==> src/rtl/serial_addsub.sv <==
// -----------------------------------------------------------------------------
// serial_addsub
//
// Bit-serial adder/subtractor. Two WIDTH-bit operands are captured on an
// accepted start. One bit per clock (LSB first) then goes through a single
// full-adder cell. When the last bit is done, the registered sum, carry-out
// and signed-overflow flag are updated and done pulses for one cycle.
//
// Optional feature macro: SERIAL_ADDSUB_ACC_EN
//   When this macro is defined, the input acc_i exists. With acc_i=1 at start,
//   the current sum register replaces a_i as operand A, which gives a running
//   total. Without the macro, operand A always comes from a_i.
//
// Ports
//   clk_i       system clock, rising edge
//   rst_i       synchronous active-high reset, has priority over everything
//   start_i     request, accepted only in IDLE or DONE
//   sub_i       0 = A+B, 1 = A-B (sampled with start)
//   acc_i       accumulate select (only with SERIAL_ADDSUB_ACC_EN)
//   a_i, b_i    operands (sampled with start)
//   busy_o      high while the serial pass is running
//   done_o      one-cycle pulse, result valid
//   sum_o       result, held until the next completion
//   carry_o     carry-out of the MSB stage (subtract: 1 = no borrow)
//   overflow_o  signed two's-complement overflow
// -----------------------------------------------------------------------------
module serial_addsub #(
  parameter int WIDTH = 8
) (
  input  logic             clk_i,
  input  logic             rst_i,
  input  logic             start_i,
  input  logic             sub_i,
`ifdef SERIAL_ADDSUB_ACC_EN
  input  logic             acc_i,
`endif
  input  logic [WIDTH-1:0] a_i,
  input  logic [WIDTH-1:0] b_i,
  output logic             busy_o,
  output logic             done_o,
  output logic [WIDTH-1:0] sum_o,
  output logic             carry_o,
  output logic             overflow_o
);

  // The counter has one spare bit, so it cannot wrap before it reaches WIDTH.
  localparam int CW = $clog2(WIDTH) + 1;
  localparam logic [CW-1:0] LAST_BIT = CW'(WIDTH - 1);

  typedef enum logic [1:0] {
    S_IDLE = 2'd0,
    S_RUN  = 2'd1,
    S_DONE = 2'd2
  } state_e;

  state_e           state_q, state_d;
  logic [WIDTH-1:0] a_sh_q, a_sh_d;
  logic [WIDTH-1:0] b_sh_q, b_sh_d;
  logic [WIDTH-1:0] res_q, res_d;     // partial result, not visible on sum_o
  logic             c_q, c_d;         // running carry between bit slices
  logic [CW-1:0]    cnt_q, cnt_d;
  logic [WIDTH-1:0] sum_q, sum_d;
  logic             carry_q, carry_d;
  logic             ovf_q, ovf_d;

  logic [WIDTH-1:0] op_a;
  logic             load;
  logic             fa_s;
  logic             fa_co;

`ifdef SERIAL_ADDSUB_ACC_EN
  assign op_a = acc_i ? sum_q : a_i;
`else
  assign op_a = a_i;
`endif

  // A request is accepted in any state except RUN. During RUN it is dropped,
  // not queued.
  assign load = start_i && (state_q != S_RUN);

  // Single full-adder cell that works on the current LSBs.
  assign fa_s  = a_sh_q[0] ^ b_sh_q[0] ^ c_q;
  assign fa_co = (a_sh_q[0] & b_sh_q[0]) | (c_q & (a_sh_q[0] ^ b_sh_q[0]));

  always_comb begin
    state_d = state_q;
    a_sh_d  = a_sh_q;
    b_sh_d  = b_sh_q;
    res_d   = res_q;
    c_d     = c_q;
    cnt_d   = cnt_q;
    sum_d   = sum_q;
    carry_d = carry_q;
    ovf_d   = ovf_q;

    unique case (state_q)
      S_RUN: begin
        a_sh_d = {1'b0, a_sh_q[WIDTH-1:1]};
        b_sh_d = {1'b0, b_sh_q[WIDTH-1:1]};
        res_d  = {fa_s, res_q[WIDTH-1:1]};
        c_d    = fa_co;
        cnt_d  = cnt_q + CW'(1);
        if (cnt_q == LAST_BIT) begin
          // MSB slice: c_q is the MSB carry-in and fa_co is its carry-out.
          sum_d   = {fa_s, res_q[WIDTH-1:1]};
          carry_d = fa_co;
          ovf_d   = c_q ^ fa_co;
          state_d = S_DONE;
        end
      end
      S_IDLE, S_DONE: begin
        if (load) begin
          // Subtraction is A + ~B + 1. The +1 enters as the initial carry.
          a_sh_d  = op_a;
          b_sh_d  = sub_i ? ~b_i : b_i;
          c_d     = sub_i;
          cnt_d   = '0;
          res_d   = '0;
          state_d = S_RUN;
        end else begin
          state_d = S_IDLE;
        end
      end
      default: state_d = S_IDLE;
    endcase
  end

  always_ff @(posedge clk_i) begin
    if (rst_i) begin
      state_q <= S_IDLE;
      a_sh_q  <= '0;
      b_sh_q  <= '0;
      res_q   <= '0;
      c_q     <= 1'b0;
      cnt_q   <= '0;
      sum_q   <= '0;
      carry_q <= 1'b0;
      ovf_q   <= 1'b0;
    end else begin
      state_q <= state_d;
      a_sh_q  <= a_sh_d;
      b_sh_q  <= b_sh_d;
      res_q   <= res_d;
      c_q     <= c_d;
      cnt_q   <= cnt_d;
      sum_q   <= sum_d;
      carry_q <= carry_d;
      ovf_q   <= ovf_d;
    end
  end

  assign busy_o     = (state_q == S_RUN);
  assign done_o     = (state_q == S_DONE);
  assign sum_o      = sum_q;
  assign carry_o    = carry_q;
  assign overflow_o = ovf_q;

endmodule

==> config.mk <==
export PLATFORM = sky130hd
export DESIGN_NAME = serial_addsub
export DESIGN_NICKNAME = d
export VERILOG_FILES = /design/src/rtl/serial_addsub.sv
export SDC_FILE = /design/constraint.sdc
export NUM_CORES = 1
export LEC_CHECK = 0
export BUFFER_PORTS_ARGS = -buffer_cell sky130_fd_sc_hd__buf_2
export CAP_MARGIN = 20
export CELL_PAD_IN_SITES_DETAIL_PLACEMENT = 0
export CELL_PAD_IN_SITES_GLOBAL_PLACEMENT = 1
export CORE_ASPECT_RATIO = 1.4
export CORE_MARGIN = 3
export CORE_UTILIZATION = 41
export CTS_CLUSTER_SIZE = 28
export DETAILED_ROUTE_END_ITERATION = 7
export PLACE_DENSITY = 0.79
export SETUP_SLACK_MARGIN = 0.2
export SLEW_MARGIN = 20
export SYNTH_ARGS = -nofsm -noshare
export SYNTH_HDL_FRONTEND = slang
export SYNTH_SLANG_ARGS = --single-unit
==> constraint.sdc <==
create_clock -name clk_i -period 1.8 [get_ports clk_i]
set_clock_uncertainty 0.2 [all_clocks]
set_input_delay 0 -clock clk_i [delete_from_list [all_inputs] [get_ports clk_i]]
set_output_delay 0 -clock clk_i [all_outputs]
set_load 0.02 [all_outputs]
# [Yosys cells after proc, flatten, opt, wreduce, memory -nomap -nowiden]
# Index checks and enable logic that the tools add are counted.
[totals] regBits=41 latchBits=0 mem_bits_rw=0 rom_bits=0 in_bits=20 out_inout_bits=12 memories=0
[classes] add_sub_neg=1 mul=0 div=0 n_lt_le_gt_ge=0 eq_ne=6 shift=0 n_mux=14 bitwise=7 n_reduce_logical=6
[ops] op="8-bit case mux with 2 select lines" n=3
[ops] op="8-bit 2-to-1 mux" n=4
[ops] op="8-bit inverter" n=1
[ops] op="4-bit case mux with 2 select lines" n=1
[ops] op="4-bit by 1-bit adder with 4-bit output, second input constant" n=1
[ops] op="4-bit by 3-bit equality test with 1-bit output, second input constant" n=1
[ops] op="4-bit 2-to-1 mux" n=1
[ops] op="2-bit by 1-bit != test with 1-bit output, second input constant" n=2
[ops] op="2-bit case mux with 2 select lines" n=1
[ops] op="2-bit AND reduction" n=2
[ops] op="1-bit bitwise XOR" n=3
[ops] op="1-bit AND" n=2
[ops] op="2-bit by 1-bit equality test with 1-bit output, second input constant" n=1
[ops] op="2-bit equality test, second input constant" n=1
[ops] op="2-bit zero test" n=1
[ops] op="1-bit 2-to-1 mux" n=2
[ops] op="2-bit 2-to-1 mux" n=1
[ops] op="2-bit != test, second input constant" n=1
[ops] op="1-bit case mux with 2 select lines" n=1
[ops] op="2-bit nonzero test" n=1
[ops] op="2-bit OR reduction" n=1
[ops] op="1-bit logical AND" n=1
[ops] op="1-bit OR" n=1

# [Logic depth before layout (Yosys ltp)]
# Gate-level depths: netlist of the first run.
[logic_depth] ltp_word=4 depth_mapped=6 depth_no_buf=4

# [Worst setup path after synthesis of the first run]
# OpenSTA, ideal clock, no wires.
[synth_timing] kind="register -> register" from="register a_sh_q[0]" to="register ovf_q, in the netlist overflow_o" setup_time_ns=0.091 arrival_ns=1.128 t_required_ns=1.509 path_slack_ns=0.381 path_stages_with_launch=4 n_path_buf=0 path_cell_list="dfxtp_1 fa_1 xnor2_1 a311oi_1"
[synth_via] elab_chain_cells=4 word_cells_on_any_way=5 cone_classes="5 x bitwise"
[synth_lines] item="start, declared" line_no="57" text="logic [WIDTH-1:0] a_sh_q, a_sh_d;"
[synth_lines] item="start signal, assigned" line_no="141" text="a_sh_q <= a_sh_d;"
[synth_lines] item="1-bit bitwise XOR" line_no="83" text="assign fa_co = (a_sh_q[0] & b_sh_q[0]) | (c_q & (a_sh_q[0] ^ b_sh_q[0]));"
[synth_lines] item="1-bit AND" line_no="83"
[synth_lines] item="1-bit OR (*)" line_no="83"
[synth_lines] item="named net fa_co" line_no="69" text="logic fa_co;"
[synth_lines] item="1-bit bitwise XOR (*)" line_no="107" text="ovf_d = c_q ^ fa_co;"
[synth_lines] item="end signal, assigned" line_no="148" text="ovf_q <= ovf_d;"
[synth_lines] item="end, declared" line_no="64" text="logic ovf_q, ovf_d;"
# Mark *: on every way through the listed nets, which the timed path passes. The rest lies on a longest branch.
# A chain may end at the register's enable or synchronous reset.

# [Final worst setup path of the first run]
[layout_timing] from="input port start_i" to="register res_q[3]"
[layout_via] elab_chain_cells=3
[layout_lines] item="start, declared" line_no="32" text="input logic start_i,"
[layout_lines] item="1-bit logical AND" line_no="79" text="assign load = start_i && (state_q != S_RUN);"
[layout_lines] item="2-bit != test (no line)"
[layout_lines] item="2-bit AND reduction (no line)"
[layout_lines] item="end signal, assigned" line_no="143" text="res_q <= res_d;"
[layout_lines] item="end, declared" line_no="59" text="logic [WIDTH-1:0] res_q, res_d;"
# Every way passes these cells.

==> results of run 1 <==
## sequential cells by signal, indices dropped and copies added (netlist names)
register    flops
state_q         2
carry_o         1
a_sh_q          8
b_sh_q          8
c_q             1
overflow_o      1
sum_o           8
cnt_q           4
res_q           7
## path summary, 6_finish.rpt
path / depth (start not counted) / endpoint / slack, ns
worst min register to register: 1 / a_sh_q[3] / 0.27
worst max register to register: 3 / overflow_o / 0.30
worst max-delay path: 6 / res_q[3] / 0.29
worst min-delay path: 1 / a_sh_q[3] / 0.27
## metal layers
layer / part of all wire [%] / track usage [%] / up-vias
li1: - / - / 741
met1: 41 / 19.4 / 704
met2: 53 / 32.7 / 26
met3: 3.4 / 5.50 / 6
met4: 1.9 / 8.20 / 0
met5: 0 / 0 / -
## worst max-delay path: stages
cell	delay, ns
dlygate4sd3_1	0.52
buf_2	0.13
nor2b_1	0.33
nor3_4	0.06
buf_4	0.21
a22o_1	0.24
## layout by cell type (no fill, tap or decap), drive strengths merged, types with 2 or more instances in the layout
| cell type | instances |
|---|---|
| a21oi | 18 |
| a22o | 14 |
| buf | 44 |
| clkbuf | 5 |
| dfxtp | 40 |
| dlygate4sd3 | 19 |
| mux2i | 8 |
| nand2 | 13 |
| nand2b | 4 |
| nand3 | 12 |
| nor2 | 3 |
| nor2b | 2 |
| nor3 | 3 |
| o21ai | 17 |
| o2bb2ai | 8 |
| xnor2 | 8 |
## per-stage QoR
| step | area (µm²) | std cells | total power [µW] | util, % | hold WS (ns) |
|---|---|---|---|---|---|
| floorplan | 1690 | 174 | 1130 | - | -0.0640 |
| global placement | 1890 | 245 | 1190 | 47.9 | 0.0600 |
| detailed placement | 1890 | 245 | 1200 | 47.9 | 0.0628 |
| CTS | 2200 | 272 | 1950 | 55.8 | 0.271 |
| global route | 2230 | 275 | 2030 | 56.4 | 0.280 |
| finish | 2230 | 275 | 1940 | 56.4 | 0.268 |
## logic make-up (layout without fill, tap and decap cells)
| group | after synthesis | in the layout | share of synthesized area (%) |
|---|---|---|---|
| xor gates and xnor gates | 9 | 9 | 4.66 |
| AOI/OAI and AO/OA | 60 | 60 | 23.1 |
| and+or+nand+nor | 40 | 40 | 12.3 |
| adders and majority gates | 2 | 2 | 1.92 |
| buffers and inverters | 14 | 72 | 5.25 |
| muxes | 9 | 9 | 5.40 |
| DFF | 40 | 40 | 47.3 |
## cell type report
cell class              instances  area (µm²)  share of cell area [%]
multi-input cells             120         815                    36.5
flip-flops and latches         40         802                    36.0
repair buffers                 63         443                    19.9
clock buffers                   5        68.8                    3.08
well taps                      43        53.8                    2.41
clock inverters                 3        42.5                    1.91
inverters                       1        6.26                   0.280
## repair_timing
action / in CTS / in global routing
endpoints found under the setup margin: 16 / 10
setup buffers: 0 / 3
hold buffers: 19 / 0
resized for setup: 3 / 2
pin swaps: 0 / 1
endpoints found under the hold margin: 32 / 0
## power groups by stage
stage	registers, µW	clock network, µW	logic (µW)
after global routing	960	782	291
after CTS	956	741	258
after floorplan	965	0	167
after detailed placement	974	0	225
after global placement	972	0	217
final	955	723	258
==> impl_metrics.tcl, run 1 <==
set metrics [dict create \
    status "finished, final reports clean" \
    endpoint_kind "flip-flop" \
    dp_hpwl_mm 2.61 \
    path_class "in2reg" \
    synth_nets 196 \
    syn_area_per_cell_um2 9.73 \
    synth_area_mm2 0.00169 \
    drtAntennaViolNets 0 \
    io_pins 32 \
    fin_ws_ns 0.288 \
    drive_gt1_share_pct 25.4 \
    clock_latency_ns 0.29 \
    fin_nets 253 \
    synth.most_common_cell "dfxtp_1" \
    cts-htree-levels 2 \
    async_flop_share_pct 0 \
    pre_cts_slack_ns 0.112 \
    grt_pass1_wl_mm 6.71 \
    die_x_um 60.3 \
    worstMarginPinSlew_ns 0.551 \
    grt_setup_unrepaired "false" \
    grt_pass1_vias 1502 \
    cp.required_ns 1.79 \
    synth_top_flop_cell "dfxtp_1" \
    vias 1477 \
    arrival_ns 1.50 \
    comb_power_share_pct 13.3 \
    area_growth_syn_to_layout_pct 31.8 \
    start_util_pct 42.8 \
    insertedDiodeCount 0 \
    dr.pass1.iters 4 \
    die_area_mm2 0.00495 \
    leakagePower_uw 0.000891 \
    ctsRootBufferMaster "clkbuf_8" \
    synth_top_area_cell "dfxtp_1" \
    drc 0 \
    ir_worst_vdd_mv 0.724 \
    row_count 27 \
    cts.clk_slew.worst_paths_ns 0.08 \
    synth_common_cells "40 x dfxtp_1, 18 x a21oi_1, 17 x o21ai_0" \
    drv_cap 0 \
    grt-ovfl-total 0 \
    pwr_density_cell_mw_per_mm2 868 \
    hold_start "a_sh_q[3]" \
    cp_max_fo 14 \
    coreArea_mm2 0.00395 \
    cts_buffers 5 \
    synth_edf_count 0 \
    worstSetupStartpointType "primary input" \
    synth_top_area_share_pct 47.3 \
    detail_route.wl_per_cell_um 14.0 \
    globalplace.congestion 0.755 \
    num-fill-cells 366 \
    yosys.cell_types.count 28 \
    die_y_um 82.0 \
    slew_violations 0 \
    grt_usage_pct 18.4 \
    antenna_found_initial 0 \
    holdCritPathClass "reg2reg" \
    cts.sinks 40 \
    cts_tree "done" \
    drt-initial-drc-count 46 \
    seqPwrFrac_pct 49.3 \
    slew_headroom_pct 63.3 \
    tns_ns 0 \
    clk_path_buf_depth 2 \
    routed_wl_mm 3.86 \
    finalHoldViolations 0 \
    ys_ff_latch 40 \
    min_period_ns 1.51 \
    max_freq_mhz 661 \
    post-route-period-util_pct 84.0 \
    power.internal_uw 1460 \
    via_per_inst 5.37 \
    yosys-top-cells-area "dfxtp_1 47%, a22o_1 7.2%, a21oi_1 5.3%" \
    grt_max_degree 23 \
    p_sw_uw 473 \
    synth-seq-area-share_pct 47.3 \
    reg2reg_from "a_sh_q[0]" \
    portBuffers 31 \
    p_sw_share_pct 24.4 \
    clockPowerShare_pct 37.3 \
    ys_warn_count 0 \
    setup_viol_count_final 0 \
    syn_inst 174 \
    cp-startpoint "start_i" \
]
No activity file was read; power rests on OpenSTA's default activity.
==> run 2, diff against run 1 <==
Settings changed: CORE_UTILIZATION 41 to 37, PLACE_DENSITY 0.79 to 0.76.
Clock period 1.8 ns to 1.35 ns, I/O delays scaled along.
==> run 2 against run 1 <==
  * The run now ends with hold timing, setup timing left
  * Via count grew 7.7%
  * Clock-buffer cell count is the same
  * First-iteration DRC count grew 22%
  * Sequential share of layout area down 6.1 points
  * Wire length increased by 10%
  * Final area increased by 22%
  * Final cell count grew 15%
  * Power up 32%
  * Setup slack worse by 0.33 ns
  * Worst hold slack got worse by 0.35 ns
  * Sequential power is 34% higher
  * Global-route usage fell by 1.6 points
  * Largest cell class unchanged
  * Highest routed layer unchanged
==> impl_metrics.tcl, run 2 (synthesized netlist as in run 1, its figures left out) <==
set metrics [dict create \
    ctsHoldBuffers 18 \
    drt-initial-drc-count 56 \
    via_per_inst 5.02 \
    cts_tree "done" \
    final_core_util_pct 63.0 \
    reg2reg_depth 4 \
    ir_worst_vdd_mv 0.652 \
    routed_wl_mm 4.24 \
    clock_latency_ns 0.29 \
    holdCritPathClass "in2reg" \
    drive_gt1_share_pct 46.3 \
    ctsRootBufferMaster "clkbuf_8" \
    finalHoldViolations 9 \
    max_freq_mhz 720 \
    num-fill-cells 352 \
    cts-htree-levels 2 \
    finalNonFillerCells 317 \
    antenna_found_initial 0 \
    drv_cap 0 \
    worstSetupStartpointType "flip-flop" \
    coreArea_mm2 0.00431 \
    vias 1590 \
    grt_pass1_wl_mm 7.20 \
    dr.pass1.iters 4 \
    dp.cells 280 \
    die_x_um 63.2 \
    whs_ns -0.0853 \
    fin_nets 279 \
    endpoint_kind "flip-flop" \
    path_class "reg2reg" \
    worstMarginPinSlew_ns 0.407 \
    grt_usage_pct 16.8 \
    grt_pass1_vias 1613 \
    insertedDiodeCount 0 \
    layout_commonest_cell "dfxtp_1" \
    start_util_pct 39.3 \
    seq_area_um2 810 \
    detail_route.wl_per_cell_um 13.4 \
    violations "hold timing, setup timing" \
    grt_setup_unrepaired "true" \
    globalplace.congestion 0.753 \
    area_growth_syn_to_layout_pct 60.3 \
    drtAntennaViolNets 0 \
    setup_viol_count_final 19 \
    multiInputGateArea_mm2 0.00100 \
    io_pins 32 \
    critical-path-max-stage-delay_ns 0.34 \
    slowest_stage "dfxtp_2" \
    cp_max_fo 5 \
    die_area_mm2 0.00543 \
    pwr_density_cell_mw_per_mm2 943 \
    whs_path_depth 2 \
    grt_max_degree 16 \
    die_y_um 86.0 \
    critical_path.cell_chain "ha_4 > and3b_2 > buf_6 > a311oi_1" \
    drc 0 \
    min_period_ns 1.39 \
    status "finished with violations" \
    clk_path_buf_depth 2 \
    post-route-period-util_pct 103 \
    leakagePower_uw 0.00107 \
    fin_ws_ns -0.0388 \
    portBuffers 31 \
    final_cell_mix "35 x dfxtp_1, 29 x buf_2, 20 x buf_6" \
    slew_violations 0 \
    slew_headroom_pct 72.9 \
    cts.sinks 40 \
    arrival_ns 1.39 \
    cts_buffers 5 \
    row_count 28 \
    dp_hpwl_mm 2.86 \
    cts.clk_slew.worst_paths_ns 0.08 \
    cp.required_ns 1.36 \
    grt-ovfl-total 0 \
]
==> run 2: cell count changes in the layout (fill, tap and decap cells not counted), moves of 5 or more <==
cell and change:
nand3_2 +8, a21oi_2 +9, a21oi_1 -10, nand3_1 -8, buf_6 +20, buf_4 +5
==> run 2: metal layers <==
metal	global-route usage, %	share of wire, %	up-vias	wire [µm]
li1	-	-	797	-
met1	16.9	39	752	1640
met2	31.8	56	33	2360
met3	4.19	3.4	8	143
met4	7.63	2.2	0	94
met5	0	0	-	0
==> run 2: cell type report <==
class	count	share of cell area, %
multi-input combinational	121	37.0
sequential	40	29.8
timing repair buffer	88	27.1
tap	60	2.77
clock buffer	5	2.54
clock inverter	2	0.461
inverter	1	0.323
==> run 2: critical path: cells and delay by family (launching register included) <==
kind | cells | cell delay (ns)
compound gates | 1 | 0.23
flops | 1 | 0.34
buf+inv | 1 | 0.14
fa+ha+maj | 1 | 0.16
simple gates | 1 | 0.23
==> run 2: what timing repair did <==
action | in CTS | in global routing
setup endpoints to repair | 41 | 42
gates resized for setup | 33 | 34
pin swaps | 10 | 14
cloned | 2 | 1
hold endpoints to repair | 27 | 9
setup buffers | 8 | 1
==> run 2: through the flow <==
| step | worst slack (ns) | total power (µW) | cell area (µm²) | setup TNS [ns] |
|---|---|---|---|---|
| 6_report | -0.0388 | 2560 | 2710 | -0.274 |
| 3_5_place_dp | -0.145 | 1660 | 2100 | -1.32 |
| 3_3_place_gp | -0.0440 | 1650 | 2100 | -0.377 |
| 2_1_floorplan | 0.00117 | 1530 | 1760 | 0 |
| 5_1_grt | -0.0870 | 2700 | 2710 | -2.16 |
| 4_1_cts | -0.0351 | 2540 | 2560 | -0.0935 |
==> run 2: final timing paths <==
path / start / end / slack (ns)
worst min-delay path: rst_i / b_sh_q[7] / -0.09
worst max register to register: cnt_q[0] / overflow_o / -0.04
worst max-delay path: cnt_q[0] / overflow_o / -0.04
worst min register to register: b_sh_q[7] / b_sh_q[7] / 0.26
==> run 2: power by group <==
group	switching, µW	total, µW	internal, µW
logic	234	526	291
clock network	407	757	350
registers	42.2	1280	1240
total	684	2560	1880
